<file path="src/rtl/l3_access_ctrl.sv">
// Round-robin sequencer that shares one write-through L3 between the I-side and D-side L2s.
// Read misses fetch from memory and fill the L3; every write goes to memory.
module l3_access_ctrl #(
   parameter int ADDR_WIDTH = 32,
   parameter int DATA_WIDTH = 32,
   parameter int CNT_WIDTH  = 16
) (
   input  logic                      clk,
   input  logic                      rst,
   input  logic [1:0]                req_valid_i,
   input  logic [1:0]                req_wr_en_i,
   input  logic [2*ADDR_WIDTH-1:0]   req_addr_i,
   input  logic [2*DATA_WIDTH-1:0]   req_wr_data_i,
   input  logic [2*DATA_WIDTH/8-1:0] req_byte_en_i,
   output logic [1:0]                req_done_o,
   output logic [DATA_WIDTH-1:0]     rd_data_o,
   output logic                      l3_wr_en_o,
   output logic [ADDR_WIDTH-1:0]     l3_addr_o,
   output logic [DATA_WIDTH-1:0]     l3_wr_data_o,
   output logic [DATA_WIDTH/8-1:0]   l3_byte_en_o,
   output logic                      l3_mem_valid_o,
   output logic [DATA_WIDTH-1:0]     l3_mem_data_o,
   input  logic [DATA_WIDTH-1:0]     l3_rd_data_i,
   input  logic                      l3_hit_i,
   output logic                      mem_req_o,
   output logic                      mem_we_o,
   output logic [ADDR_WIDTH-1:0]     mem_addr_o,
   output logic [DATA_WIDTH-1:0]     mem_wr_data_o,
   output logic [DATA_WIDTH/8-1:0]   mem_byte_en_o,
   input  logic                      mem_ack_i,
   input  logic [DATA_WIDTH-1:0]     mem_rd_data_i,
   output logic [CNT_WIDTH-1:0]      hit_cnt_o,
   output logic [CNT_WIDTH-1:0]      miss_cnt_o
);
   localparam int BE_W = DATA_WIDTH / 8;

   typedef enum logic [2:0] {IDLE, LOOKUP, MEM_RD, FILL, MEM_WR, RESP} state_t;

   state_t                state, state_nx;
   logic                  rr_ptr;
   logic                  gnt;
   logic                  gnt_sel;
   logic                  op_we;
   logic [ADDR_WIDTH-1:0] op_addr;
   logic [DATA_WIDTH-1:0] op_wdata;
   logic [BE_W-1:0]       op_be;
   logic [DATA_WIDTH-1:0] data_q;
   logic [CNT_WIDTH-1:0]  hit_cnt, miss_cnt;

   // Contention goes to rr_ptr; a lone requester is granted directly.
   assign gnt_sel = (&req_valid_i) ? rr_ptr : req_valid_i[1];

   always_ff @(posedge clk) begin
      if (rst) begin
         state <= IDLE;
      end else begin
         state <= state_nx;
      end
   end

   always_ff @(posedge clk) begin
      if (rst) begin
         rr_ptr   <= 1'b0;
         gnt      <= 1'b0;
         op_we    <= 1'b0;
         op_addr  <= '0;
         op_wdata <= '0;
         op_be    <= '0;
         data_q   <= '0;
         hit_cnt  <= '0;
         miss_cnt <= '0;
      end else begin
         case (state)
            IDLE: begin
               if (|req_valid_i) begin
                  gnt      <= gnt_sel;
                  rr_ptr   <= ~gnt_sel;
                  op_we    <= req_wr_en_i[gnt_sel];
                  op_addr  <= gnt_sel ? req_addr_i[ADDR_WIDTH +: ADDR_WIDTH]
                                      : req_addr_i[0 +: ADDR_WIDTH];
                  op_wdata <= gnt_sel ? req_wr_data_i[DATA_WIDTH +: DATA_WIDTH]
                                      : req_wr_data_i[0 +: DATA_WIDTH];
                  op_be    <= gnt_sel ? req_byte_en_i[BE_W +: BE_W]
                                      : req_byte_en_i[0 +: BE_W];
               end
            end
            LOOKUP: begin
               if (l3_hit_i) begin
                  if (hit_cnt != '1) hit_cnt <= hit_cnt + CNT_WIDTH'(1);
               end else begin
                  if (miss_cnt != '1) miss_cnt <= miss_cnt + CNT_WIDTH'(1);
               end
               // Writes return zero data; read hits return the L3 word.
               if (op_we) data_q <= '0;
               else if (l3_hit_i) data_q <= l3_rd_data_i;
            end
            MEM_RD: begin
               if (mem_ack_i) data_q <= mem_rd_data_i;
            end
            default: ;
         endcase
      end
   end

   always_comb begin
      state_nx       = state;
      req_done_o     = '0;
      rd_data_o      = '0;
      l3_wr_en_o     = 1'b0;
      l3_addr_o      = '0;
      l3_wr_data_o   = '0;
      l3_byte_en_o   = '0;
      l3_mem_valid_o = 1'b0;
      l3_mem_data_o  = '0;
      mem_req_o      = 1'b0;
      mem_we_o       = 1'b0;
      mem_addr_o     = '0;
      mem_wr_data_o  = '0;
      mem_byte_en_o  = '0;
      case (state)
         IDLE: begin
            if (|req_valid_i) state_nx = LOOKUP;
         end
         LOOKUP: begin
            l3_addr_o    = op_addr;
            l3_wr_en_o   = op_we;
            l3_wr_data_o = op_wdata;
            l3_byte_en_o = op_be;
            if (op_we)         state_nx = MEM_WR;
            else if (l3_hit_i) state_nx = RESP;
            else               state_nx = MEM_RD;
         end
         MEM_RD: begin
            mem_req_o  = 1'b1;
            mem_addr_o = op_addr;
            if (mem_ack_i) state_nx = FILL;
         end
         FILL: begin
            l3_addr_o      = op_addr;
            l3_mem_valid_o = 1'b1;
            l3_mem_data_o  = data_q;
            state_nx       = RESP;
         end
         MEM_WR: begin
            mem_req_o     = 1'b1;
            mem_we_o      = 1'b1;
            mem_addr_o    = op_addr;
            mem_wr_data_o = op_wdata;
            mem_byte_en_o = op_be;
            if (mem_ack_i) state_nx = RESP;
         end
         RESP: begin
            req_done_o[gnt] = 1'b1;
            rd_data_o       = data_q;
            state_nx        = IDLE;
         end
         default: state_nx = IDLE;
      endcase
   end

   assign hit_cnt_o  = hit_cnt;
   assign miss_cnt_o = miss_cnt;

endmodule

</file>
<file path="config.mk">
export PLATFORM = sky130hd
export DESIGN_NAME = l3_access_ctrl
export DESIGN_NICKNAME = d
export VERILOG_FILES = /design/src/rtl/l3_access_ctrl.sv
export SDC_FILE = /design/constraint.sdc
export NUM_CORES = 1
export LEC_CHECK = 0
export ABC_AREA = 1
export BUFFER_PORTS_ARGS = -buffer_cell sky130_fd_sc_hd__buf_4
export CAP_MARGIN = 20
export CORE_AREA = 2 2 173 175
export DETAILED_ROUTE_END_ITERATION = 6
export DIE_AREA = 0 0 175 177
export PLACE_DENSITY = 0.53
export SKIP_LAST_GASP = 1
export SLEW_MARGIN = 20
export SYNTH_ARGS = -nofsm -noshare
export SYNTH_HDL_FRONTEND = slang
export SYNTH_SLANG_ARGS = --single-unit
</file>
<file path="constraint.sdc">
create_clock -name clk -period 2.5 [get_ports clk]
set_clock_uncertainty 0.1 [all_clocks]
set_input_delay 0.25 -clock clk [delete_from_list [all_inputs] [get_ports clk]]
set_output_delay 0.25 -clock clk [all_outputs]
set_load 0.02 [all_outputs]
</file>
==> metrics.txt, run 1 <==
ANT cells=0; HPWL Detailed=25100 um; Post-synth EDFFs=0; Max Buffers Root-to-Sink=2; clk sinks=approximately 140; global placement routability congestion=0.825; worst slew pin tran=0.875 ns; Initial DRC Count=between 500 and 600; Yosys cell types=27; GRT overflow=0; initial antenna violation count=0; H-tree depth=4; layout cells sized above 1=30.1%; PD cells=700 nW/um^2; Vias=10100; Setup TNS=0 ns; I/O pins=around 450; WS Path Type=flop to primary output; fin crit period=2.30 ns; cell taking the most area after synthesis=dfxtp_1; chip width=between 150 and 200 um; WP data required=between 2 and 2.5 ns; clock-pin slew on the worst setup and hold paths=around 0.060 ns; pin count of the biggest net entering global routing=74; Root Driver=clkbuf_16; Mapped Cells=1348; top_reg_cell synth=dfxtp_1; Yosys reg bits=between 100 and 150; Final ANT Viol Nets=0; Syn Nets=1558; min-delay worst type=primary input to flop; Worst VDD drop=0.413 mV; worst-path fanout max=37; Post-Syn Area per Cell=5.96 sq um; largest cells by area after synthesis=dfxtp_1 34%, nor2_1 15%, nand2_1 12%; area grow syn2layout=53.2%; RSZ-0062 raised after global routing=no; Slew Viols, Final=0; Row Count=63; CP arrival=~2 ns; Initial DRT Pass Iterations=5; die area=about 31000 sq um; Total GRT Usage=20.8%; footprint of the multi-input gates=4200 sq um; Synth top cells by count=327 x nor2_1, 259 x nand2_1, 155 x inv_1, 138 x dfxtp_1, 138 x nand3_1; Nets=1948; final clock period utilization by the worst path=about 90%; CTS Buf Count=17; crit start category=flop; max cap viols=0; hold_buf cts=0; vias in the first global route=a little over 9000; Hold Vio Cnt, Final=0; Filler cells=~3200; headroom to the max-slew limit=41.7%; Final Setup Violations=0; core area=~29000 sq um; DR DRC count=0; Initial Util=27.5%; Post-Route WL=34100 um; PortBufs=445; Pwr Total=8620 uW; Reg area=2760 sq um; WL per Instance=16.0 um; YS warnings=0; most numerous cell in the Yosys netlist=nor2_1; status=finished, final reports clean; Static Leak=0.00564 uW; Register-to-Register Setup Slack=0.50 ns; Die Ht=177 um; DR vias/cell=about 4.7; clk_lat worst skew=0.41 ns; CP Capture Type=primary output; cell area after synthesis=8030 sq um; Peak Freq=about 430 MHz; first-pass GRT wire length=51100 um; asr flop ratio synth=0%; CTS tree=built; Seq/Total Area, Yosys=about 34%; post-synth top area share=34.4%
## registers in the layout, indices dropped and copies added (netlist names)
| signal | flops |
|---|---|
| data_q | 32 |
| op_addr | 32 |
| op_wdata | 32 |
| hit_cnt_o | 16 |
| miss_cnt_o | 16 |
| op_be | 4 |
| state | 3 |
| gnt | 1 |
| op_we | 1 |
| rr_ptr | 1 |
## routing by layer
layer  up-vias  part of all wire, %  GRT usage, %  routed length, um
met2       383                   48          36.1              16400
met1      4561                   43          25.4              14500
met5         -                    0             0                  0
met4         0                  2.3          6.15                769
met3        44                  7.1          5.18               2440
li1       5074                    -             -                  -
## worst max-delay path: stages (launching register included)
cell	delay (ns)
dfxtp_1	0.43
inv_2	0.09
nand2_1	0.08
nor2_1	0.08
inv_2	0.49
nor2_1	0.14
buf_4	0.20
## worst paths after layout
| path | endpoint | startpoint | cells past startpoint |
|---|---|---|---|
| worst max-delay path | mem_wr_data_o[5] | state[1] | 6 |
| worst min-delay path | state[0] | mem_ack_i | 3 |
| worst max register to register | miss_cnt_o[8] | miss_cnt_o[0] | 11 |
| worst min register to register | rr_ptr | rr_ptr | 2 |
## report_power, final
group          switching (uW)  internal [uW]
sequential                218           2590
combinational            2120           1110
clock                    1030           1560
## area by class of cell
type / instances / share of cell area, %
Timing Repair Buffer: 471 / 29.4
Clock inverter: 12 / 1.24
Tap cell: 390 / 3.97
Clock buffer: 18 / 3.49
Sequential cell: 138 / 22.4
Multi-Input combinational cell: 936 / 34.1
Inverter: 174 / 5.34
## cell usage in the layout (no fill, tap or decap), types with 6 or more instances in the layout
| master | instances |
|---|---|
| inv_1 | 153 |
| clkinv_1 | 6 |
| nand3_1 | 138 |
| inv_2 | 14 |
| clkbuf_16 | 17 |
| buf_4 | 465 |
| dfxtp_1 | 138 |
| o21ai_0 | 6 |
| a21oi_1 | 20 |
| a31oi_1 | 70 |
| o21ai_1 | 27 |
| nand4_1 | 71 |
| nor2_1 | 326 |
| nand2_1 | 257 |
## per-stage QoR
step	std cells	area [sq um]	hold slack [ns]	utilization, %	worst slack [ns]
global placement	2106	11700	0.351	39.9	0.241
finish	2139	12300	0.0289	42.1	0.198
CTS	2136	12300	0.00496	41.9	0.0568
detailed placement	2106	11700	0.352	39.9	0.159
floorplan	1348	8030	0.323	-	0.581
global route	2139	12300	0.0146	42.1	0.0230
## kinds of logic (layout without fill, tap and decap cells)
group / count (synthesis) / count (layout) / share of synthesized area, %
xor gates and xnor gates: 2 / 2 / 0.218
DFF: 138 / 138 / 34.4
and+or+nand+nor: 807 / 807 / 42.7
adders and majority gates: 2 / 2 / 0.311
AOI/OAI and AO/OA: 125 / 125 / 8.97
buffers and inverters: 274 / 675 / 13.4
## what timing repair did
action                     in CTS  in global routing
setup buffers                   0                  2
gates resized for setup         0                  2
setup endpoints to repair       0                 26
(Power assumes the default switching activity.)
==> run 2, diff against run 1 <==
==> constraint.sdc (replaced) <==
create_clock -name clk -period 2.6 [get_ports clk]
set_clock_uncertainty 0.1 [all_clocks]
set_input_delay 0.26 -clock clk [delete_from_list [all_inputs] [get_ports clk]]
set_output_delay 0.26 -clock clk [all_outputs]
set_load 0.02 [all_outputs]
==> run 2 against run 1 <==
Compared with the run above: final area is essentially flat; sequential cell count stayed put; non-clock buffer count fell by 1; utilization about the same; sequential share of layout area is essentially flat; clock power up 4%; clock-buffer cell count is 2 higher; highest routed layer unchanged; die area is the same; critical path type unchanged; hold slack better by 0.0045 ns.
==> metrics.txt, run 2 (synthesis results as in run 1) <==
CP arrival=2.04 ns (+0.09 ns); sequential power share=31.8% (-0.8 points); Vias=10100 (+0.060%); WP data required=2.24 ns (+0.09 ns); Regs by FF count=data_q: 32 flops, op_addr: 32 flops, op_wdata: 32 flops; PortBufs=445 (unchanged); first-pass GRT wire length=51900 um (+1.6%); Root Driver=clkbuf_16; worst slew pin tran=1.01 ns (+0.131 ns); CP Capture Type=primary output; Slew Viols, Final=0 (unchanged); chip width=175 um (unchanged); I/O pins=446 (unchanged); P_int=5230 uW (-0.39%); final std cells w/o fill=2139 (unchanged); Total GRT Usage=21.2% (+0.41 points); Final Setup Violations=0 (unchanged); GRT overflow=0 (unchanged); Worst Hold End=op_wdata[19]; Initial DRT Pass Iterations=5 (unchanged); Register-to-Register Setup Slack=0.40 ns (-0.10 ns); global placement routability congestion=0.856 (+3.8%); core area=29200 sq um (unchanged); pin count of the biggest net entering global routing=78 (+5.4%); PD cells=689 nW/um^2 (-1.6%); R2R Path End=hit_cnt_o[1]; Final ANT Viol Nets=0 (unchanged); Clk pwr share=31.8% (+1.8 points); placed instance count=2107 (+0.047%); HPWL Detailed=25400 um (+1.4%); CTS Buf Count=17 (unchanged); R2R depth=10 (-1); crit start category=flop; max cap viols=0 (unchanged); H-tree depth=4 (unchanged); vias in the first global route=9258 (-0.48%); P_sw=3240 uW (-3.7%); Initial Util=27.5% (unchanged); commonest non-fill, non-tap cell in the layout=buf_4; WL per Instance=16.0 um (+0.61%); Max Buffers Root-to-Sink=2 (unchanged); final clock period utilization by the worst path=92.2%; Worst VDD drop=0.447 mV (+8.2%); RSZ-0062 raised after global routing=no; Initial DRC Count=614 (+5.9%); Peak Freq=between 400 and 500 MHz; commonest non-fill, non-tap cells in the layout=468 x buf_4, 327 x nor2_1, 257 x nand2_1, 153 x inv_1; area grow syn2layout=53.1% (about the same); ANT cells=0 (unchanged); layout cells sized above 1=29.9% (-0.17 points); Row Count=63 (unchanged); clk_lat worst skew=0.42 ns (about the same); post-CTS setup buffer count=0 (unchanged); clock-pin slew on the worst setup and hold paths=0.07 ns (about the same); DR vias/cell=4.71 (about the same); sw frac=38.2% (-0.81 points); status=finished, final reports clean; Static Leak=0.00564 uW (about the same); clk sinks=138 (unchanged); initial antenna violation count=0 (unchanged); Die Ht=177 um (unchanged); min-delay worst type=primary input to flop; DR DRC count=0 (unchanged); worst r2r src=hit_cnt_o[0]; WHS Path Cells=3 (unchanged); Hold Vio Cnt, Final=0 (unchanged); Post-Route WL=34300 um (+0.61%); Setup TNS=0 ns (unchanged); headroom to the max-slew limit=32.9% (-8.8 points); die area=31000 sq um (unchanged); worst-path fanout max=23 (-38%); fin crit period=about 2.4 ns; WS Path Type=flop to primary output; CTS tree=built; Nets=1947 (-0.051%); Hold Crit Start=req_wr_data_i[19]; combinational cell fraction of total power=36.4% (-1.1 points)
run 2: cell types whose count changed in the layout (fill, tap and decap cells not counted), moves of 2 or more:
cell,change
bufinv_16,+2
clkbuf_1,+2
clkinvlp_4,-2
buf_12,-4
clkinv_2,-2
buf_4,+3
run 2: worst max-delay path: stages, from the launching register on:
cell        delay [ns]
dfxtp_1           0.43
nand2_1           0.11
nor2_1            0.22
clkinvlp_4        0.34
buf_16            0.26
nor2_1            0.11
buf_4             0.15
run 2: area by class of cell:
type                            instances  area, sq um
Clock buffer                           20          437
Timing Repair Buffer                  470         3560
Inverter                              174          657
Multi-Input combinational cell        936         4200
Fill cell                            3130        16900
Tap cell                              390          488
Sequential cell                       138         2760
Clock inverter                         11          196
run 2: worst max path at each step:
stage	to	slack [ns]	depth (start not counted)	startpoint
floorplan	mem_wr_data_o[10]	0.67	6	state[1]
global placement	hit_cnt_o[2]	0.43	10	hit_cnt_o[0]
detailed placement	hit_cnt_o[1]	0.38	10	hit_cnt_o[0]
CTS	l3_mem_data_o[29]	0.16	6	state[2]
global route	l3_mem_data_o[30]	0.02	6	state[1]
finish	l3_mem_data_o[29]	0.20	6	state[1]
run 2: what timing repair did:
action / CTS / global route
setup endpoints to repair: 0 / 23
endpoints found under the hold margin: 0 / 0
hold buffers: 0 / 0
resized for setup: 0 / 1
run 2: routing by layer:
metal	part of all wire [%]	vias up	wire, um	global-route usage (%)
met3	6.5	39	2250	4.88
met2	49	373	16700	36.9
met1	43	4585	14600	26.1
met5	0	-	0	0
li1	-	5071	-	-
met4	2.2	0	739	6.32
run 2: power by group through the flow:
stage	Sequential, uW	Clock (uW)	Combinational (uW)
after floorplan	2700	0	2000
after global placement	2730	0	3100
after detailed placement	2740	0	3110
after CTS	2690	2780	3110
after global routing	2740	2870	3430
final	2700	2690	3080
run 2: through the flow:
stage               worst slack [ns]  util [%]  hold slack, ns  power [uW]  instance area [sq um]
finish                         0.202      42.1          0.0334        8470                  12300
global route                  0.0155      42.1          0.0225        9040                  12300
CTS                            0.158      41.9          0.0119        8590                  12300
detailed placement             0.382      39.8           0.354        5840                  11600
global placement               0.434      39.8           0.351        5830                  11600
floorplan                      0.671         -           0.333        4700                   8030
==> run 3, diff against run 2 <==
--- a/config.mk
+++ b/config.mk
@@ -6,12 +6,12 @@
 export NUM_CORES = 1
 export LEC_CHECK = 0
 export ABC_AREA = 1
-export BUFFER_PORTS_ARGS = -buffer_cell sky130_fd_sc_hd__buf_4
 export CAP_MARGIN = 20
 export CORE_AREA = 2 2 173 175
 export DETAILED_ROUTE_END_ITERATION = 6
 export DIE_AREA = 0 0 175 177
-export PLACE_DENSITY = 0.53
+export DONT_BUFFER_PORTS = 1
+export PLACE_DENSITY = 0.4
 export SKIP_LAST_GASP = 1
 export SLEW_MARGIN = 20
 export SYNTH_ARGS = -nofsm -noshare
==> run 3 against run 2 <==
Compared with the run above: clock power shrank 5%; clock-buffer cell count down 1; cell count decreased by 4.9%; combinational power barely moved; sequential share of layout area up 0.69 points; die area is the same; worst setup slack worse by 0.043 ns; final area fell by 3.0%; critical path depth rose by 1; maximum frequency is 1.8% lower; largest cell class unchanged; largest power group unchanged.
==> metrics.txt, run 3 (synthesis results as in run 1) <==
vias in the first global route=9491 (+2.5%); Top Family by Delay on Critical Path=buffers and inverters; RSZ-0062 raised after global routing=no; Worst path slowest cell=dlygate4sd3_1; area grow syn2layout=48.5%; HPWL Detailed=22300 um (-12%); crit start category=flop; fin crit period=2.44 ns (+0.0428 ns); chip width=175 um (unchanged); Worst VDD drop=0.453 mV (+1.3%); CTS tree=built; core area=29200 sq um (unchanged); Regs by FF count=data_q: 32 flops, op_addr: 32 flops, op_wdata: 32 flops; post-CTS setup buffer count=0 (unchanged); Hold Crit Start=mem_rd_data_i[24]; global placement routability congestion=0.783 (-8.5%); Reg area=2760 sq um (unchanged); Row Count=63 (unchanged); WHS Path Cells=4 (+1); Total GRT Usage=20.7% (-0.53 points); Final Setup Violations=0 (unchanged); Setup TNS=0 ns (unchanged); Static Leak=0.00507 uW (-10%); CTS Buf Count=17 (unchanged); CP Capture Type=flop; WP data required=2.86 ns (+0.62 ns); Worst Hold End=data_q[24]; first-pass GRT wire length=51100 um (-1.5%); Nets=1841 (-5.4%); headroom to the max-slew limit=41.1% (+8.2 points); PortBufs=0 (-100%); Max Buffers Root-to-Sink=2 (unchanged); Root Driver=clkbuf_16; CP Cell Sequence=inv_2, nand3_2, nor2_4, buf_12, nand3_1, a31oi_1, dlygate4sd3_1; Initial DRT Pass Iterations=5 (unchanged); CP bufs+invs=3 (unchanged); pin count of the biggest net entering global routing=141 (+81%); max cap viols=0 (unchanged); commonest non-fill, non-tap cells in the layout=327 x nor2_1, 257 x nand2_1, 194 x buf_4, 164 x dlygate4sd3_1, 154 x inv_1; min-delay worst type=primary input to flop; Area after DPL=9640 sq um (-17%); H-tree depth=4 (unchanged); status=finished, final reports clean; GRT overflow=0 (unchanged); Initial Util=27.5% (unchanged); worst r2r src=state[1]; footprint of the multi-input gates=4200 sq um (+0.12%); Hold WS=0.0131 ns (-0.0202 ns); R2R depth=7 (-3); DR vias/cell=4.79 (+1.8%); CP max stage delay=0.56 ns (+0.13 ns); R2R Path End=op_wdata[27]; Die Ht=177 um (unchanged); DR DRC count=0 (unchanged); Slew Viols, Final=0 (unchanged); worst slew pin tran=0.881 ns (-0.125 ns); Register-to-Register Setup Slack=0.16 ns (-0.24 ns); final clock period utilization by the worst path=93.9% (+1.6 points); CP arrival=2.70 ns (+0.66 ns); clk_lat worst skew=0.42 ns (about the same); Initial DRC Count=458 (-25%); WL per Instance=16.4 um (+1.9%); clock-pin slew on the worst setup and hold paths=0.06 ns (about the same); initial antenna violation count=1 (+1); layout cells sized above 1=15.4% (-15 points); Vias=9742 (-3.2%); post-layout instance area=11900 sq um (-3.0%); Hold Vio Cnt, Final=0 (unchanged); commonest non-fill, non-tap cell in the layout=nor2_1; I/O pins=446 (unchanged); Final ANT Viol Nets=0 (unchanged); clk sinks=138 (unchanged); die area=31000 sq um (unchanged); Filler cells=3169 (+1.2%); Post-Route WL=33300 um (-3.1%); PD cells=701 nW/um^2 (+1.8%); worst-path fanout max=140 (+510%); WS Path Type=flop to flop; Final Util=40.8% (-1.3 points); Peak Freq=410 MHz (-1.8%)
run 3: cell count changes in the layout (fill, tap and decap cells not counted), sizes merged:
cell and change:
buf -270, dlygate4sd3 +164, inv +5, bufinv -2, clkinv -2, clkbuf -1, diode +1
run 3: worst min-delay path: stages:
cell and delay (ns):
nand2_1 0.03, nand2_1 0.07, o21ai_1 0.06, nor2_1 0.07
run 3: worst max-delay path by stage:
stage / startpoint / end / depth (start not counted)
2_1_floorplan: state[1] / mem_wr_data_o[10] / 6
3_3_place_gp: hit_cnt_o[0] / hit_cnt_o[1] / 10
3_5_place_dp: hit_cnt_o[0] / hit_cnt_o[1] / 10
4_1_cts: state[2] / l3_mem_data_o[31] / 7
5_1_grt: miss_cnt_o[1] / miss_cnt_o[11] / 11
6_report: state[1] / op_wdata[27] / 7
run 3: per-layer routing:
| metal | up-vias | routed length [um] | global-route usage (%) |
|---|---|---|---|
| met1 | 4463 | 13400 | 23.2 |
| met5 | - | 0 | 0 |
| li1 | 4862 | - | - |
| met2 | 363 | 16700 | 37.8 |
| met4 | 0 | 911 | 7.57 |
| met3 | 54 | 2300 | 5.22 |
run 3: what timing repair did:
action / CTS / global route
hold buffers: 166 / 0
gates resized for setup: 0 / 1
hold endpoints to repair: 83 / 0
setup endpoints to repair: 0 / 2
run 3: report_power, final:
part           internal (uW)  switching (uW)  total [uW]
Sequential              2490             222        2710
Clock                   1520            1040        2560
Combinational           1100            1990        3090
run 3: final cells by class:
| cell class | count | share of cell area, % |
|---|---|---|
| diodes | 1 | 0.0210 |
| repair buffers | 364 | 27.0 |
| clock buffers | 19 | 3.63 |
| flip-flops and latches | 138 | 23.2 |
| inverters | 174 | 5.47 |
| multi-input cells | 936 | 35.2 |
| clock inverters | 12 | 1.38 |
| well taps | 390 | 4.09 |
run 3: metrics by stage:
step	cells	worst slack [ns]	total power, uW
2_1_floorplan	1348	0.671	4700
3_3_place_gp	1836	0.287	5450
3_5_place_dp	1836	0.236	5450
4_1_cts	2033	0.115	8470
5_1_grt	2033	0.0101	8920
6_report	2034	0.159	8360
